[src/rtl/fpu_divsqrt_hs_monitor.sv]
// Runtime monitor for the FP div/sqrt issue/writeback handshake.
// Each channel tracks one outstanding op and flags overlap, double accept,
// orphan writeback and latency timeout. Errors are reported as registered
// pulses, sticky per-code flags, a saturating event counter and a
// first-error capture.
module fpu_divsqrt_hs_monitor #(
    parameter int unsigned NUM_CH    = 1,
    parameter int unsigned MAX_LAT   = 32,
    parameter int unsigned ERR_CNT_W = 8,
    localparam int unsigned ChW      = (NUM_CH > 1) ? $clog2(NUM_CH) : 1
) (
    input  logic                   clk_i,
    input  logic                   rst_i,
    input  logic                   en_i,
    input  logic                   clear_i,
    input  logic [NUM_CH-1:0]      op_starting_i,
    input  logic [NUM_CH-1:0]      unit_ready_i,
    input  logic [NUM_CH-1:0]      wb_i,
    input  logic [NUM_CH-1:0]      wb_vld_i,
    output logic [NUM_CH-1:0]      busy_o,
    output logic [NUM_CH-1:0]      err_pulse_o,
    output logic [4*NUM_CH-1:0]    err_sticky_o,
    output logic [ERR_CNT_W-1:0]   err_cnt_o,
    output logic                   first_err_vld_o,
    output logic [ChW-1:0]         first_err_ch_o,
    output logic [1:0]             first_err_code_o
);

    localparam int unsigned LatW = $clog2(MAX_LAT + 1);
    // Wide enough to hold the counter plus one cycle's worth of increments.
    localparam int unsigned SumW = ERR_CNT_W + $clog2(NUM_CH + 1);

    localparam logic [1:0] CodeOverlap = 2'd0;
    localparam logic [1:0] CodeDouble  = 2'd1;
    localparam logic [1:0] CodeOrphan  = 2'd2;
    localparam logic [1:0] CodeTimeout = 2'd3;

    typedef enum logic [1:0] {
        StIdle = 2'd0,
        StBusy = 2'd1,
        StHung = 2'd2
    } state_e;

    state_e              state_q [NUM_CH];
    state_e              state_d [NUM_CH];
    logic [LatW-1:0]     lat_q   [NUM_CH];
    logic [LatW-1:0]     lat_d   [NUM_CH];

    logic [NUM_CH-1:0]   accept;
    logic [NUM_CH-1:0]   wbev;
    logic [NUM_CH-1:0]   err;
    logic [1:0]          code    [NUM_CH];
    logic [NUM_CH-1:0]   err_en;

    logic [NUM_CH-1:0]   pulse_q;
    logic [4*NUM_CH-1:0] sticky_q, sticky_d;
    logic [ERR_CNT_W-1:0] cnt_q, cnt_d;
    logic                first_vld_q, first_vld_d;
    logic [ChW-1:0]      first_ch_q, first_ch_d;
    logic [1:0]          first_code_q, first_code_d;
    logic [SumW-1:0]     cnt_sum;

    assign accept = op_starting_i & unit_ready_i;
    assign wbev   = wb_i & wb_vld_i;
    assign err_en = en_i ? err : '0;

    // Per-channel next-state, latency counter and error classification.
    always_comb begin
        for (int c = 0; c < int'(NUM_CH); c++) begin
            state_d[c] = state_q[c];
            lat_d[c]   = lat_q[c];
            err[c]     = 1'b0;
            code[c]    = CodeOverlap;
            if (accept[c] && wbev[c]) begin
                err[c]     = 1'b1;
                code[c]    = CodeOverlap;
                state_d[c] = StBusy;
                lat_d[c]   = '0;
            end else if (accept[c]) begin
                if (state_q[c] != StIdle) begin
                    err[c]  = 1'b1;
                    code[c] = CodeDouble;
                end
                state_d[c] = StBusy;
                lat_d[c]   = '0;
            end else if (wbev[c]) begin
                if (state_q[c] == StIdle) begin
                    err[c]  = 1'b1;
                    code[c] = CodeOrphan;
                end else begin
                    // A late writeback out of HUNG was already reported as a timeout.
                    state_d[c] = StIdle;
                    lat_d[c]   = '0;
                end
            end else if (state_q[c] == StBusy) begin
                if (lat_q[c] == LatW'(MAX_LAT - 1)) begin
                    err[c]     = 1'b1;
                    code[c]    = CodeTimeout;
                    state_d[c] = StHung;
                end else begin
                    lat_d[c] = lat_q[c] + LatW'(1);
                end
            end
        end
    end

    // Reporting next-state: a same-cycle clear is applied before new errors land.
    always_comb begin
        sticky_d     = clear_i ? '0 : sticky_q;
        first_vld_d  = clear_i ? 1'b0 : first_vld_q;
        first_ch_d   = clear_i ? '0 : first_ch_q;
        first_code_d = clear_i ? 2'd0 : first_code_q;
        cnt_sum      = clear_i ? '0 : SumW'(cnt_q);

        for (int c = 0; c < int'(NUM_CH); c++) begin
            if (err_en[c]) begin
                sticky_d[4*c + int'(code[c])] = 1'b1;
                cnt_sum = cnt_sum + SumW'(1);
            end
        end

        if (cnt_sum > {{(SumW - ERR_CNT_W){1'b0}}, {ERR_CNT_W{1'b1}}}) begin
            cnt_d = '1;
        end else begin
            cnt_d = cnt_sum[ERR_CNT_W-1:0];
        end

        // Descending scan so the lowest erroring channel wins.
        if (!first_vld_d && (err_en != '0)) begin
            for (int c = int'(NUM_CH) - 1; c >= 0; c--) begin
                if (err_en[c]) begin
                    first_ch_d   = ChW'(c);
                    first_code_d = code[c];
                end
            end
            first_vld_d = 1'b1;
        end
    end

    // Channel FSM state and latency counters.
    always_ff @(posedge clk_i or posedge rst_i) begin
        if (rst_i) begin
            for (int c = 0; c < int'(NUM_CH); c++) begin
                state_q[c] <= StIdle;
                lat_q[c]   <= '0;
            end
        end else begin
            for (int c = 0; c < int'(NUM_CH); c++) begin
                state_q[c] <= state_d[c];
                lat_q[c]   <= lat_d[c];
            end
        end
    end

    // Registered error reporting.
    always_ff @(posedge clk_i or posedge rst_i) begin
        if (rst_i) begin
            pulse_q      <= '0;
            sticky_q     <= '0;
            cnt_q        <= '0;
            first_vld_q  <= 1'b0;
            first_ch_q   <= '0;
            first_code_q <= 2'd0;
        end else begin
            pulse_q      <= err_en;
            sticky_q     <= sticky_d;
            cnt_q        <= cnt_d;
            first_vld_q  <= first_vld_d;
            first_ch_q   <= first_ch_d;
            first_code_q <= first_code_d;
        end
    end

    // Output mapping.
    always_comb begin
        for (int c = 0; c < int'(NUM_CH); c++) begin
            busy_o[c] = (state_q[c] != StIdle);
        end
    end

    assign err_pulse_o      = pulse_q;
    assign err_sticky_o     = sticky_q;
    assign err_cnt_o        = cnt_q;
    assign first_err_vld_o  = first_vld_q;
    assign first_err_ch_o   = first_ch_q;
    assign first_err_code_o = first_code_q;

endmodule

[config.mk]
export PLATFORM = sky130hd
export DESIGN_NAME = fpu_divsqrt_hs_monitor
export DESIGN_NICKNAME = d
export VERILOG_FILES = /design/src/rtl/fpu_divsqrt_hs_monitor.sv
export SDC_FILE = /design/constraint.sdc
export NUM_CORES = 1
export LEC_CHECK = 0
export BUFFER_PORTS_ARGS = -buffer_cell sky130_fd_sc_hd__buf_2
export CAP_MARGIN = 20
export CORE_MARGIN = 3
export CORE_UTILIZATION = 24
export CTS_CLUSTER_DIAMETER = 50
export CTS_CLUSTER_SIZE = 28
export DETAILED_ROUTE_END_ITERATION = 10
export GPL_TIMING_DRIVEN = 0
export PLACE_DENSITY = 0.47
export SLEW_MARGIN = 0
export SYNTH_ARGS = -nofsm -noshare
export SYNTH_HDL_FRONTEND = slang
export SYNTH_SLANG_ARGS = --single-unit
[constraint.sdc]
create_clock -name clk_i -period 4.2 [get_ports clk_i]
set_clock_uncertainty 0.1 [all_clocks]
set_input_delay 1.26 -clock clk_i [delete_from_list [all_inputs] [get_ports clk_i]]
set_output_delay 1.26 -clock clk_i [all_outputs]
set_load 0.01 [all_outputs]
---- Yosys cells after proc, flatten, opt, wreduce, memory -nomap -nowiden ----
Index checks and enable logic that the tools add are counted.
storage, ports and cells
  bits in registers ....................... 25
  input bits .............................. 8
cells by class
  $add $sub $neg .......................... 2
  $lt $le $gt $ge ......................... 3
  eq/ne operators ......................... 4
  mux-type cells .......................... 42
  bitwise gates (word level) .............. 3
  reductions and logical operators ........ 10
operators with widths
  cell                 number
  $mux 6               6
  $mux 2               15
  $mux 8               2
  $mux 1               15
  $add 8x1->9 const B  1
  $gt 9x8->1 const B   1
  $mux 9               1
  $mux 4               2
  $ne 4x4->1 const B   2
  $reduce_bool 4->1    2
  $add 6x1->6 const B  1
  $eq 6x5->1 const B   1
  $reduce_and 3->1     2
  $or 4x4->4           1
  $logic_and 1x1->1    3
  $lt 2x3->1 const B   1
  $and 1x1->1          2
  $demux 1 s2          1
  $eq 2x1->1 const B   1
  $ge 2x1->1 const B   1
  $logic_not 2->1      1
  $reduce_bool 2->1    1
  $logic_not 1->1      1

---- Logic depth before layout (Yosys ltp) ----
  word-level depth ........................ 12
  mapped depth ............................ 7
  gate-level depth less buffers ........... 7

---- Least setup slack after synthesis ----
OpenSTA, ideal clock, no wires.
  kind .................................... input-to-reg
  start ................................... in wb_i
  end ..................................... reg cnt_q[3], in the netlist err_cnt_o[3]
  library setup time ...................... 0.069 ns
  data arrival time ....................... 2.324 ns
  required time ........................... 4.031 ns
  path slack .............................. 1.707 ns
  stages .................................. 5
  path buffers ............................ 0
  path through ............................ a21bo_2 -> nor4_4 -> o21ai_2 -> or4_1 -> nand3_1
between the ends
  cells in the longest elaborated chain, start to end .. 8
  elaborated cells on any way between the ends .. 9
ends and longest elaborated chain
  what                  line  RTL
  start, declared       18    input logic [NUM_CH-1:0] wb_i,
  $and 1x1->1 *         64    assign wbev = wb_i & wb_vld_i;
  $mux 1                86    end else if (wbev[c]) begin
  $mux 1                79    end else if (accept[c]) begin
  $mux 1 *              74    if (accept[c] && wbev[c]) begin
  $mux 1 *              65    assign err_en = en_i ? err : '0;
  $mux 9 *              116   if (err_en[c]) begin
  $gt 9x8->1            122   if (cnt_sum > {{(SumW - ERR_CNT_W){1'b0}}, {ERR_CNT_W{1'b1}}}) begin
  $mux 8 *              122
  via cnt_d[3]          57    logic [ERR_CNT_W-1:0] cnt_q, cnt_d;
  end signal, assigned  167   cnt_q <= cnt_d;
  end, declared         57
Mark *: on every way through the listed nets, which the timed path passes. The rest lies on a longest branch.
A chain may end at the register's enable or synchronous reset.

---- Worst setup path after layout ----
  start ................................... reg state_q[1] in the netlist's numbering
  end ..................................... out busy_o
between the ends
  cells in the longest elaborated chain, start to end .. 1
ends and longest elaborated chain
  what                             line  RTL
  start, declared                  44    state_e state_q [NUM_CH];
  start signal, assigned by index  144   state_q[c] <= StIdle;
  start signal, assigned by index  149   state_q[c] <= state_d[c];
  $reduce_bool 2->1                177   busy_o[c] = (state_q[c] != StIdle);
  end, declared                    20    output logic [NUM_CH-1:0] busy_o,
No other way between the ends.

==> summary.txt <==
Run status
  – Outcome: finished, final reports clean

Synth
  – Syn Nets: about 140
  – Largest area contributor in the netlist: dfrtp_1
  – Post-Syn Area: 0.00130 mm^2
  – YS warnings: 0
  – Leading post-synthesis cells by cell area: dfrtp_1, nand2_1, nor2_1, a32o_1, nand3_1
  – Mean post-synth cell area: 9.94 um^2
  – Post-synth EDFFs: 0
  – Most used flip-flop cell after synthesis: dfrtp_1
  – Seq/Total Area, Yosys: 48.0%
  – Yosys cell types: 43
  – Asr flop ratio synth: between 90% and 100%
  – Post-Syn Instances: 131
  – Flops & latches, synth: 25
  – Synth top area share: about half

STA
  – Fmax: 384 MHz
  – Worst slew pin tran: slightly above 500 ps
  – Slew Viols, Final: 0
  – Max-Slew Margin vs Limit: between 60% and 70%
  – Final worst path period share: 61.9%
  – Tmin final: approximately 2600 ps
  – Setup tns final: 0 ps
  – Final Hold Vio Count: 0
  – RSZ-0062 raised after global routing: false
  – WHS: around 390 ps
  – Setup violators final: 0

Setup path
  – Crit path launch type: register
  – Required @ worst endpoint: 2840 ps
  – CP Max Fanout: 7
  – Crit. End Element: output port
  – Critical path class: reg -> out
  – Crit path DAT: ~1200 ps

Global routing
  – GRT Util Overall: 11.4%
  – Initial antenna violation count: 0
  – Global-route wire length before repair: roughly 5700 um
  – Largest net degree at the start of global routing: 26
  – Vias in the first global route: 1203
  – Total gr overflow: 0

Job
  – Max_cap viols: 0

Clock network
  – Setup Fix Bufs, Post-CTS: 0
  – Post-CTS Hold Fix Bufs: 0
  – Clk_lat worst skew: 260 ps
  – CTS tree: built
  – CTS sink cnt: 25
  – Clock Path Buffers: 2
  – Htree depth: 1
  – Root Driver: clkbuf_8
  – CTS Buf Count: 3
  – Worst-path clk slew: roughly 80 ps
  – Post-CTS sizing: 0

Die
  – Die area: 0.00635 mm^2
  – Chip Width: ~80 um
  – Initial Utilization: 25.2%
  – Row cnt: 26
  – Core area: 0.00517 mm^2
  – Die Span Y: 79.7 um
  – IO Pins: 26

Routing
  – Wirelength per Cell: roughly 14 um
  – First-pass iteration count of the detailed router: 4
  – Total Wirelength: approximately 3200 um
  – Vias per cell: between 4 and 5
  – Via count: ~1.1k
  – Post-route ant nets: 0
  – DRT iter0 DRCs: 27
  – DRC: 0

Power
  – Clock power share: 29.6%
  – Switching power: 0.130 mW
  – Sw frac: between 20% and 30%
  – Total chip power: between 0.4 and 0.5 mW
  – LEAKAGE: a little under 0.8 nW
  – Reg power frac: between 50% and 60%
  – Max IR drop VDD: 0.143 mV
  – Internal power: ~0.35 mW
  – Combinational power share: between 10% and 20%
  – Pwr per Cell Area: ~300 mW/mm^2

Hold path
  – Worst hold-check path type: reg -> reg

Finish
  – Layout area overhead: 20.9%
  – Layout cells sized above 1: approximately 25%
  – # diodes: 0
  – Final nets: approximately 170

Place
  – Post-DP HPWL: between 2000 and 2500 um
  – GP Congestion: just over 0.8
  – Port-buffer cells: 25
state kept, by name, summed over array words and instances (netlist names):
name,cells
err_pulse_o,1
first_err_code_o,2
err_sticky_o,4
first_err_ch_o,1
first_err_vld_o,1
err_cnt_o,8
lat_q,6
state_q,2
layout make-up:
| class | instances | area (um^2) |
|---|---|---|
| repair buffers | 26 | 140 |
| flip-flops and latches | 25 | 626 |
| inverters | 5 | 18.8 |
| multi-input cells | 99 | 649 |
| fillers | 550 | 3600 |
| clock buffers | 4 | 45.0 |
| plain buffers | 2 | 8.76 |
| well taps | 70 | 87.6 |
power groups by stage:
stage | Clock, mW | Sequential [mW] | Combinational [mW]
5_1_grt | 0.160 | 0.268 | 0.0821
3_3_place_gp | 0 | 0.270 | 0.0702
2_1_floorplan | 0 | 0.270 | 0.0446
3_5_place_dp | 0 | 0.271 | 0.0718
4_1_cts | 0.150 | 0.266 | 0.0721
6_report | 0.142 | 0.266 | 0.0718
cells in the mapped netlist, types with 2 or more instances:
| cell | number |
|---|---|
| and2_1 | 4 |
| ha_1 | 2 |
| dfrtp_1 | 25 |
| mux2i_1 | 3 |
| nand3_1 | 8 |
| nor2_1 | 12 |
| a21oi_1 | 6 |
| xor2_1 | 3 |
| o211ai_1 | 2 |
| xnor2_1 | 2 |
| nand2_1 | 17 |
| o21ai_0 | 4 |
| inv_1 | 4 |
| a32o_1 | 4 |
| nor3_1 | 5 |
| nand2b_1 | 2 |
| nor2b_1 | 2 |
critical path, cell delays in order (launching register included):
cell     delay (ps)
dfrtp_1         480
nor2_2          210
inv_1           130
buf_2           160
placed cells by master (no fill, tap or decap), types with 2 or more instances in the layout:
master and count:
ha_1 2, o211ai_1 2, mux2i_1 3, clkbuf_8 3, and2_1 4, clkbuf_1 2, dfrtp_1 25, nor3_1 5
nand3_1 8, nand2b_1 2, o21ai_0 4, a32o_1 4, inv_1 4, buf_2 26, a21oi_1 6, nor2_1 12
nand2_1 17, xnor2_1 2, nor2b_1 2, xor2_1 3
layer usage:
layer  track usage (%)  routed length [um]
met5                 0                   0
met4              2.23                  10
met3              3.16                 166
met2              20.0                1560
met1              13.9                1460
metrics by stage:
stage	worst slack, ps	area, um^2	utilization [%]	std cells
2_1_floorplan	1710	1300	-	131
3_3_place_gp	1290	1520	29.3	226
3_5_place_dp	1270	1520	29.3	226
4_1_cts	1580	1560	30.2	230
5_1_grt	1460	1580	30.5	231
6_report	1600	1580	30.5	231
final timing paths:
| check | startpoint | end | slack [ps] | cells after the start |
|---|---|---|---|---|
| worst max-delay path | state_q[1] | busy_o | 1600 | 3 |
| worst min-delay path | first_err_ch_o | first_err_ch_o | 390 | 1 |
| worst max register to register | lat_q[0] | err_cnt_o[7] | 2080 | 7 |
| worst min register to register | first_err_ch_o | first_err_ch_o | 390 | 1 |
| max in group asynchronous | rst_i | err_sticky_o[1] | 2620 | 3 |
| min in group asynchronous | rst_i | err_pulse_o | 910 | 2 |
cell families after synthesis:
group / synth area share [%]
flops: 48.0
mux: 2.31
simple gates: 25.8
xor+xnor: 3.36
compound gates: 16.4
fa+ha+maj: 1.92
buf+inv: 2.11
(Power assumes the default switching activity.)
